[src/rtl/driver_alu_if.sv]
// ALU opcode package and the driver's stimulus bus (enable in, vector/status out).
// Header note: the driver's directed phase is gated by the DRIVER_ALU_DIRECTED_EN macro.
package rv32i_pkg;
  typedef enum logic [3:0] {
    ALU_ADD  = 4'd0,
    ALU_SUB  = 4'd1,
    ALU_XOR  = 4'd2,
    ALU_OR   = 4'd3,
    ALU_AND  = 4'd4,
    ALU_SLL  = 4'd5,
    ALU_SRL  = 4'd6,
    ALU_SRA  = 4'd7,
    ALU_SLT  = 4'd8,
    ALU_SLTU = 4'd9
  } ALUSel_e;
endpackage

// Handshake: the consumer raises i_en to pull the next vector; o_valid marks
// registered outputs holding a generated vector, and they stay put while i_en is low.
interface driver_alu_if;
  import rv32i_pkg::*;
  logic        i_en;
  logic [31:0] o_operand_a;
  logic [31:0] o_operand_b;
  ALUSel_e     o_alu_op;
  logic        o_valid;
  logic        o_done;
  logic [31:0] o_vec_cnt;

  modport master (
    input  i_en,
    output o_operand_a, o_operand_b, o_alu_op, o_valid, o_done, o_vec_cnt
  );
  modport slave (
    output i_en,
    input  o_operand_a, o_operand_b, o_alu_op, o_valid, o_done, o_vec_cnt
  );
endinterface

[src/rtl/driver_alu.sv]
// ALU stimulus driver: corner sweep (when DRIVER_ALU_DIRECTED_EN is defined), then
// NUM_RANDOM Galois-LFSR vectors, then a sticky done flag. o_state exposes the FSM.
module driver_alu
  import rv32i_pkg::*;
#(
  parameter int unsigned NUM_RANDOM = 1000,
  parameter logic [31:0] SEED       = 32'hACE1_2468
) (
  input  logic         i_clk,
  input  logic         i_rst_n,
  driver_alu_if.master bus,
  output logic [1:0]   o_state
);
  typedef enum logic [1:0] {
    ST_DIRECTED = 2'd0,
    ST_RANDOM   = 2'd1,
    ST_DONE     = 2'd2
  } state_e;

  localparam logic [31:0] SEED_EFF = (SEED == 32'h0) ? 32'h1 : SEED;
  localparam logic [31:0] POLY     = 32'h8020_0003;
`ifdef DRIVER_ALU_DIRECTED_EN
  localparam state_e ST_RESET = ST_DIRECTED;
`else
  // With no directed phase and no random vectors there is nothing to issue.
  localparam state_e ST_RESET = (NUM_RANDOM == 0) ? ST_DONE : ST_RANDOM;
`endif

  state_e      state_q, state_d;
  logic [31:0] lfsr_q, lfsr_d, lfsr_next;
  logic [31:0] rnd_cnt_q, rnd_cnt_d;
  logic [31:0] a_q, a_d, b_q, b_d, cnt_q, cnt_d;
  ALUSel_e     op_q, op_d;
  logic        valid_q, valid_d, done_q, done_d;
  logic [3:0]  rnd_n, rnd_op;

`ifdef DRIVER_ALU_DIRECTED_EN
  // Directed index k split into nested counters: b fastest, then a, then op.
  logic [2:0] b_idx_q, b_idx_d, a_idx_q, a_idx_d;
  logic [3:0] op_idx_q, op_idx_d;

  function automatic logic [31:0] corner(input logic [2:0] idx);
    case (idx)
      3'd0:    corner = 32'h0000_0000;
      3'd1:    corner = 32'h0000_0001;
      3'd2:    corner = 32'h7FFF_FFFF;
      3'd3:    corner = 32'h8000_0000;
      3'd4:    corner = 32'hFFFF_FFFF;
      default: corner = 32'h0000_001F;
    endcase
  endfunction
`endif

  always_comb begin
    lfsr_next = {1'b0, lfsr_q[31:1]} ^ (lfsr_q[0] ? POLY : 32'h0);
    rnd_n     = lfsr_next[3:0];
    rnd_op    = (rnd_n < 4'd10) ? rnd_n : (rnd_n - 4'd10);

    state_d   = state_q;
    lfsr_d    = lfsr_q;
    rnd_cnt_d = rnd_cnt_q;
    a_d       = a_q;
    b_d       = b_q;
    op_d      = op_q;
    valid_d   = valid_q;
    done_d    = done_q;
    cnt_d     = cnt_q;
`ifdef DRIVER_ALU_DIRECTED_EN
    b_idx_d   = b_idx_q;
    a_idx_d   = a_idx_q;
    op_idx_d  = op_idx_q;
`endif

    if (bus.i_en) begin
      case (state_q)
`ifdef DRIVER_ALU_DIRECTED_EN
        ST_DIRECTED: begin
          a_d     = corner(a_idx_q);
          b_d     = corner(b_idx_q);
          op_d    = ALUSel_e'(op_idx_q);
          valid_d = 1'b1;
          cnt_d   = cnt_q + 32'd1;
          if (b_idx_q == 3'd5) begin
            b_idx_d = 3'd0;
            if (a_idx_q == 3'd5) begin
              a_idx_d = 3'd0;
              if (op_idx_q == 4'd9) begin
                op_idx_d = 4'd0;
                state_d  = (NUM_RANDOM == 0) ? ST_DONE : ST_RANDOM;
              end else begin
                op_idx_d = op_idx_q + 4'd1;
              end
            end else begin
              a_idx_d = a_idx_q + 3'd1;
            end
          end else begin
            b_idx_d = b_idx_q + 3'd1;
          end
        end
`endif
        ST_RANDOM: begin
          lfsr_d    = lfsr_next;
          a_d       = lfsr_next;
          b_d       = {lfsr_next[15:0], lfsr_next[31:16]};
          op_d      = ALUSel_e'(rnd_op);
          valid_d   = 1'b1;
          cnt_d     = cnt_q + 32'd1;
          rnd_cnt_d = rnd_cnt_q + 32'd1;
          if (rnd_cnt_q == NUM_RANDOM - 32'd1) state_d = ST_DONE;
        end
        ST_DONE: begin
          valid_d = 1'b0;
          done_d  = 1'b1;
        end
        default: state_d = ST_RESET;
      endcase
    end
  end

  always_ff @(posedge i_clk or negedge i_rst_n) begin
    if (!i_rst_n) begin
      state_q   <= ST_RESET;
      lfsr_q    <= SEED_EFF;
      rnd_cnt_q <= 32'd0;
      a_q       <= 32'd0;
      b_q       <= 32'd0;
      op_q      <= ALU_ADD;
      valid_q   <= 1'b0;
      done_q    <= 1'b0;
      cnt_q     <= 32'd0;
`ifdef DRIVER_ALU_DIRECTED_EN
      b_idx_q   <= 3'd0;
      a_idx_q   <= 3'd0;
      op_idx_q  <= 4'd0;
`endif
    end else begin
      state_q   <= state_d;
      lfsr_q    <= lfsr_d;
      rnd_cnt_q <= rnd_cnt_d;
      a_q       <= a_d;
      b_q       <= b_d;
      op_q      <= op_d;
      valid_q   <= valid_d;
      done_q    <= done_d;
      cnt_q     <= cnt_d;
`ifdef DRIVER_ALU_DIRECTED_EN
      b_idx_q   <= b_idx_d;
      a_idx_q   <= a_idx_d;
      op_idx_q  <= op_idx_d;
`endif
    end
  end

  assign bus.o_operand_a = a_q;
  assign bus.o_operand_b = b_q;
  assign bus.o_alu_op    = op_q;
  assign bus.o_valid     = valid_q;
  assign bus.o_done      = done_q;
  assign bus.o_vec_cnt   = cnt_q;
  assign o_state         = state_q;
endmodule

[src/flat_wrapper.sv]
// flat-port wrapper written by rule: the top's interface ports become plain ports
module driver_alu_flat import rv32i_pkg::*;
#(
  parameter int unsigned NUM_RANDOM = 1000,
  parameter logic [31:0] SEED       = 32'hACE1_2468
)
  (i_clk, i_rst_n, o_state, bus_i_en, bus_o_operand_a, bus_o_operand_b, bus_o_alu_op, bus_o_valid, bus_o_done, bus_o_vec_cnt);
  driver_alu_if bus_i ();
  input  logic i_clk;
  input  logic i_rst_n;
  output logic [1:0] o_state;
  input wire logic [$bits(bus_i.i_en)-1:0] bus_i_en;
  output wire logic [$bits(bus_i.o_operand_a)-1:0] bus_o_operand_a;
  output wire logic [$bits(bus_i.o_operand_b)-1:0] bus_o_operand_b;
  output wire logic [$bits(bus_i.o_alu_op)-1:0] bus_o_alu_op;
  output wire logic [$bits(bus_i.o_valid)-1:0] bus_o_valid;
  output wire logic [$bits(bus_i.o_done)-1:0] bus_o_done;
  output wire logic [$bits(bus_i.o_vec_cnt)-1:0] bus_o_vec_cnt;
  assign bus_i.i_en = bus_i_en;
  assign bus_o_operand_a = bus_i.o_operand_a;
  assign bus_o_operand_b = bus_i.o_operand_b;
  assign bus_o_alu_op = bus_i.o_alu_op;
  assign bus_o_valid = bus_i.o_valid;
  assign bus_o_done = bus_i.o_done;
  assign bus_o_vec_cnt = bus_i.o_vec_cnt;
  driver_alu #(.NUM_RANDOM(NUM_RANDOM), .SEED(SEED)) u_core (.i_clk(i_clk), .i_rst_n(i_rst_n), .bus(bus_i), .o_state(o_state));
endmodule
[config.mk]
export PLATFORM = sky130hd
export DESIGN_NAME = driver_alu_flat
export DESIGN_NICKNAME = d
export VERILOG_FILES = /design/src/rtl/driver_alu_if.sv /design/src/rtl/driver_alu.sv /design/src/flat_wrapper.sv
export SDC_FILE = /design/constraint.sdc
export NUM_CORES = 1
export LEC_CHECK = 0
export CAP_MARGIN = 20
export CORE_MARGIN = 1.5
export CORE_UTILIZATION = 45
export DETAILED_ROUTE_END_ITERATION = 6
export GPL_TIMING_DRIVEN = 0
export PLACE_DENSITY = 0.7
export SLEW_MARGIN = 20
export SYNTH_ARGS = -nofsm -noshare
export SYNTH_HDL_FRONTEND = slang
export SYNTH_SLANG_ARGS = --single-unit
[constraint.sdc]
create_clock -name i_clk -period 4.3 [get_ports i_clk]
set_clock_uncertainty 0.2 [all_clocks]
set_input_delay 0.645 -clock i_clk [delete_from_list [all_inputs] [get_ports i_clk]]
set_output_delay 0.645 -clock i_clk [all_outputs]
set_load 0.005 [all_outputs]
==> qor.txt <==
Worst Hold Class = in -> async
Pre-antenna DRT Iters = 4
WL per Instance = 14.7 um
Mapped Nets = 526
area occupied by registers = 0.00292 mm2
H-tree depth reported by CTS = 4
highest ir drop seen on vdd = 374 uV
Synth-to-Final Area Change = 35.7%
final hold vios = 0
path type of the worst setup path = reg -> out
commonest non-fill, non-tap cell in the layout = sky130_fd_sc_hd__nand2_1
Buffers on Ports = 106
worst slew slack as a fraction of its limit = 61.6%
TritonCTS sink count = 116
width of the die = 112 um
fraction of final layout cells sized beyond drive strength 1 = 16.7%
detailed placer's ending HPWL = 7910 um
mean instance size in the synthesized netlist = 10.3 um2
clock-pin slew on the worst setup and hold paths = 0.05 ns
most used cells in the layout excluding fill and tap cells = sky130_fd_sc_hd__nand2_1, sky130_fd_sc_hd__clkdlybuf4s50_1, sky130_fd_sc_hd__dfrtp_1, sky130_fd_sc_hd__xnor2_1, sky130_fd_sc_hd__buf_4
Setup Slack @ Placement = 1.52 ns
number of hold buffers added after cts = 0
overall routing resource usage = 19.8%
starting density of the core = 46.4%
core footprint = 0.0115 mm2
final global-route overflow total = 0
number of standard-cell rows in the floorplan = 39
standard cell with the maximum stage delay on the critical path = sky130_fd_sc_hd__dfrtp_1
part of the cycle the worst path needs = 55.4%
insertion delay of the later-clocked pin in the worst-skew pair = 0.40 ns
Routed Wire Length = 11700 um
cell area after synthesis = 0.00532 mm2
Critical Path RT = 3.45 ns
vias in the first global route = 4189
LEAKAGE = 3.34 nW
largest fanout of any net on the critical path = 7
Cell variety after synth = 34
Final ANT Viol Nets = 0
routability-driven placement congestion ratio = 0.787
flip-flop and latch count after synthesis = 116
Die Y-Extent = 112 um
largest incremental delay on the critical path = 0.49 ns
number of setup violations in the final report = 0
area enclosed by the die boundary = 0.0125 mm2
CTS Root Buffer Type = sky130_fd_sc_hd__clkbuf_16
time the worst path needs with I/O delays and setup = 2.38 ns
setup fix buffers added after clock tree synthesis = 0
result of the run = completed
global-route wire length before repair = 19800 um
worst-case setup margin in the final layout = 1.92 ns
Filler cells = 902
series of cell instances along the critical path = buf_4, clkdlybuf4s50_1
Avg Vias per Cell = 5.03
crit path launch = u_core.lfsr_q[0]
number of DRC markers after the initial detailed-route iteration = 176
setup repair after global routing missed its margin = false
power per standard cell area = 637 mW/mm2
number of nets in the layout = 652
Slew Viols, Final = 0
# DRC = 0
deepest clock path buffer count = 2
final setup TNS = 0 ns
max capacitance violation total = 0
Synth warnings = 0
number of buffers created by CTS = 17
pin count of the biggest net entering global routing = 63
worst reg2reg path startpoint = u_core.o_state[0]
highest attainable clock frequency = 0.420 GHz
antenna cell count = 0
clock tree from TritonCTS = done
antenna violations before repair = 0
number of instances in the synthesized netlist = 518
Top-Level Pins = 107
Critical Path Source Type = flip-flop
multi-input gate area in the final layout = 0.00189 mm2
kind of end point of the critical path = output pin
routed via count = 4025
slew at the pin with the worst max-slew slack = 0.575 ns
Post-CTS Resized = 0
Crit path arrival time = 1.54 ns
share of the yosys chip area belonging to registers = 54.9%
## layout make-up
type	count	area share (%)
Inverter	6	0.312
Clock inverter	9	2.08
Clock buffer	23	6.62
Sequential cell	116	40.5
Buffer	70	6.78
Timing Repair Buffer	107	15.1
Multi-Input combinational cell	326	26.2
Tap cell	143	2.48
## sequential cells by signal, summed over array words and instances, names as in the netlist
register                cells
u_core.lfsr_q              32
u_core.bus.o_alu_op         3
u_core.bus.o_operand_b     13
u_core.bus.o_done           1
u_core.bus.o_vec_cnt       32
u_core.bus.o_valid          1
u_core.rnd_cnt_q           32
u_core.o_state              2
## routing by layer
layer	global-route usage, %	wire [um]	up-vias
met3	6.15	685	11
met5	0	0	-
met2	32.3	5620	118
met4	5.82	96	0
li1	-	-	1913
met1	25.4	5330	1983
## logic make-up after synthesis
logic type	synth area share (%)
xor gates and xnor gates	10.7
adders and majority gates	1.18
buffers and inverters	9.62
and+or+nand+nor	21.8
AOI/OAI and AO/OA	1.83
DFF	54.9
## Yosys cell counts (all sizes together)
master | number | share of area, %
or4 | 1 | 0.14
dfstp | 14 | 6.9
nand4 | 29 | 3.5
nor3 | 3 | 0.28
o21ai | 7 | 0.66
nand2 | 137 | 9.7
nand3b | 1 | 0.14
nand4b | 2 | 0.33
a21o | 2 | 0.28
a21oi | 2 | 0.19
o21a | 3 | 0.42
ha | 5 | 1.2
o31ai | 1 | 0.14
xor2 | 7 | 1.2
buf | 60 | 8.5
and2 | 4 | 0.47
nor2b | 1 | 0.12
nor2 | 8 | 0.56
and3 | 11 | 1.3
xnor2 | 58 | 9.5
nor4 | 10 | 1.7
o211ai | 1 | 0.14
clkbuf | 10 | 0.71
and4 | 5 | 0.82
dfrtp | 102 | 48
inv | 6 | 0.42
or2b | 1 | 0.14
nand3 | 27 | 2.5
## path summary, 6_finish.rpt
path / cells after the start / slack [ns] / endpoint
setup reg to reg: 6 / 1.98 / u_core.bus.o_vec_cnt[19]
hold / removal: 1 / 0.03 / u_core.bus.o_vec_cnt[30]
hold reg to reg: 2 / 0.26 / u_core.lfsr_q[31]
max in group asynchronous: 2 / 3.15 / u_core.lfsr_q[16]
setup / recovery: 2 / 1.92 / bus_o_operand_b[16]
min in group i_clk: 2 / 0.26 / u_core.lfsr_q[31]
## worst max-delay path: cells and delay by family, from the launching register on
kind	cells	cell delay (ns)
buffers and inverters	2	0.65
DFF	1	0.49
## power breakdown
| group | internal (mW) | switching (mW) |
|---|---|---|
| clock | 1.01 | 0.473 |
| combinational | 0.959 | 0.480 |
| sequential | 1.40 | 0.273 |
## metrics by stage
| stage | utilization [%] | total power [mW] | hold slack, ns | std cells | cell area (um2) |
|---|---|---|---|---|---|
| floorplan | - | 2.30 | 0.149 | 518 | 5320 |
| global placement | 57.2 | 3.09 | 0.239 | 767 | 6560 |
| detailed placement | 57.5 | 3.13 | 0.250 | 768 | 6590 |
| CTS | 62.9 | 4.64 | 0.0412 | 800 | 7220 |
| global route | 62.9 | 4.86 | 0.0668 | 800 | 7220 |
| finish | 62.9 | 4.59 | 0.0301 | 800 | 7220 |
Power figures use the tool's default switching activity.
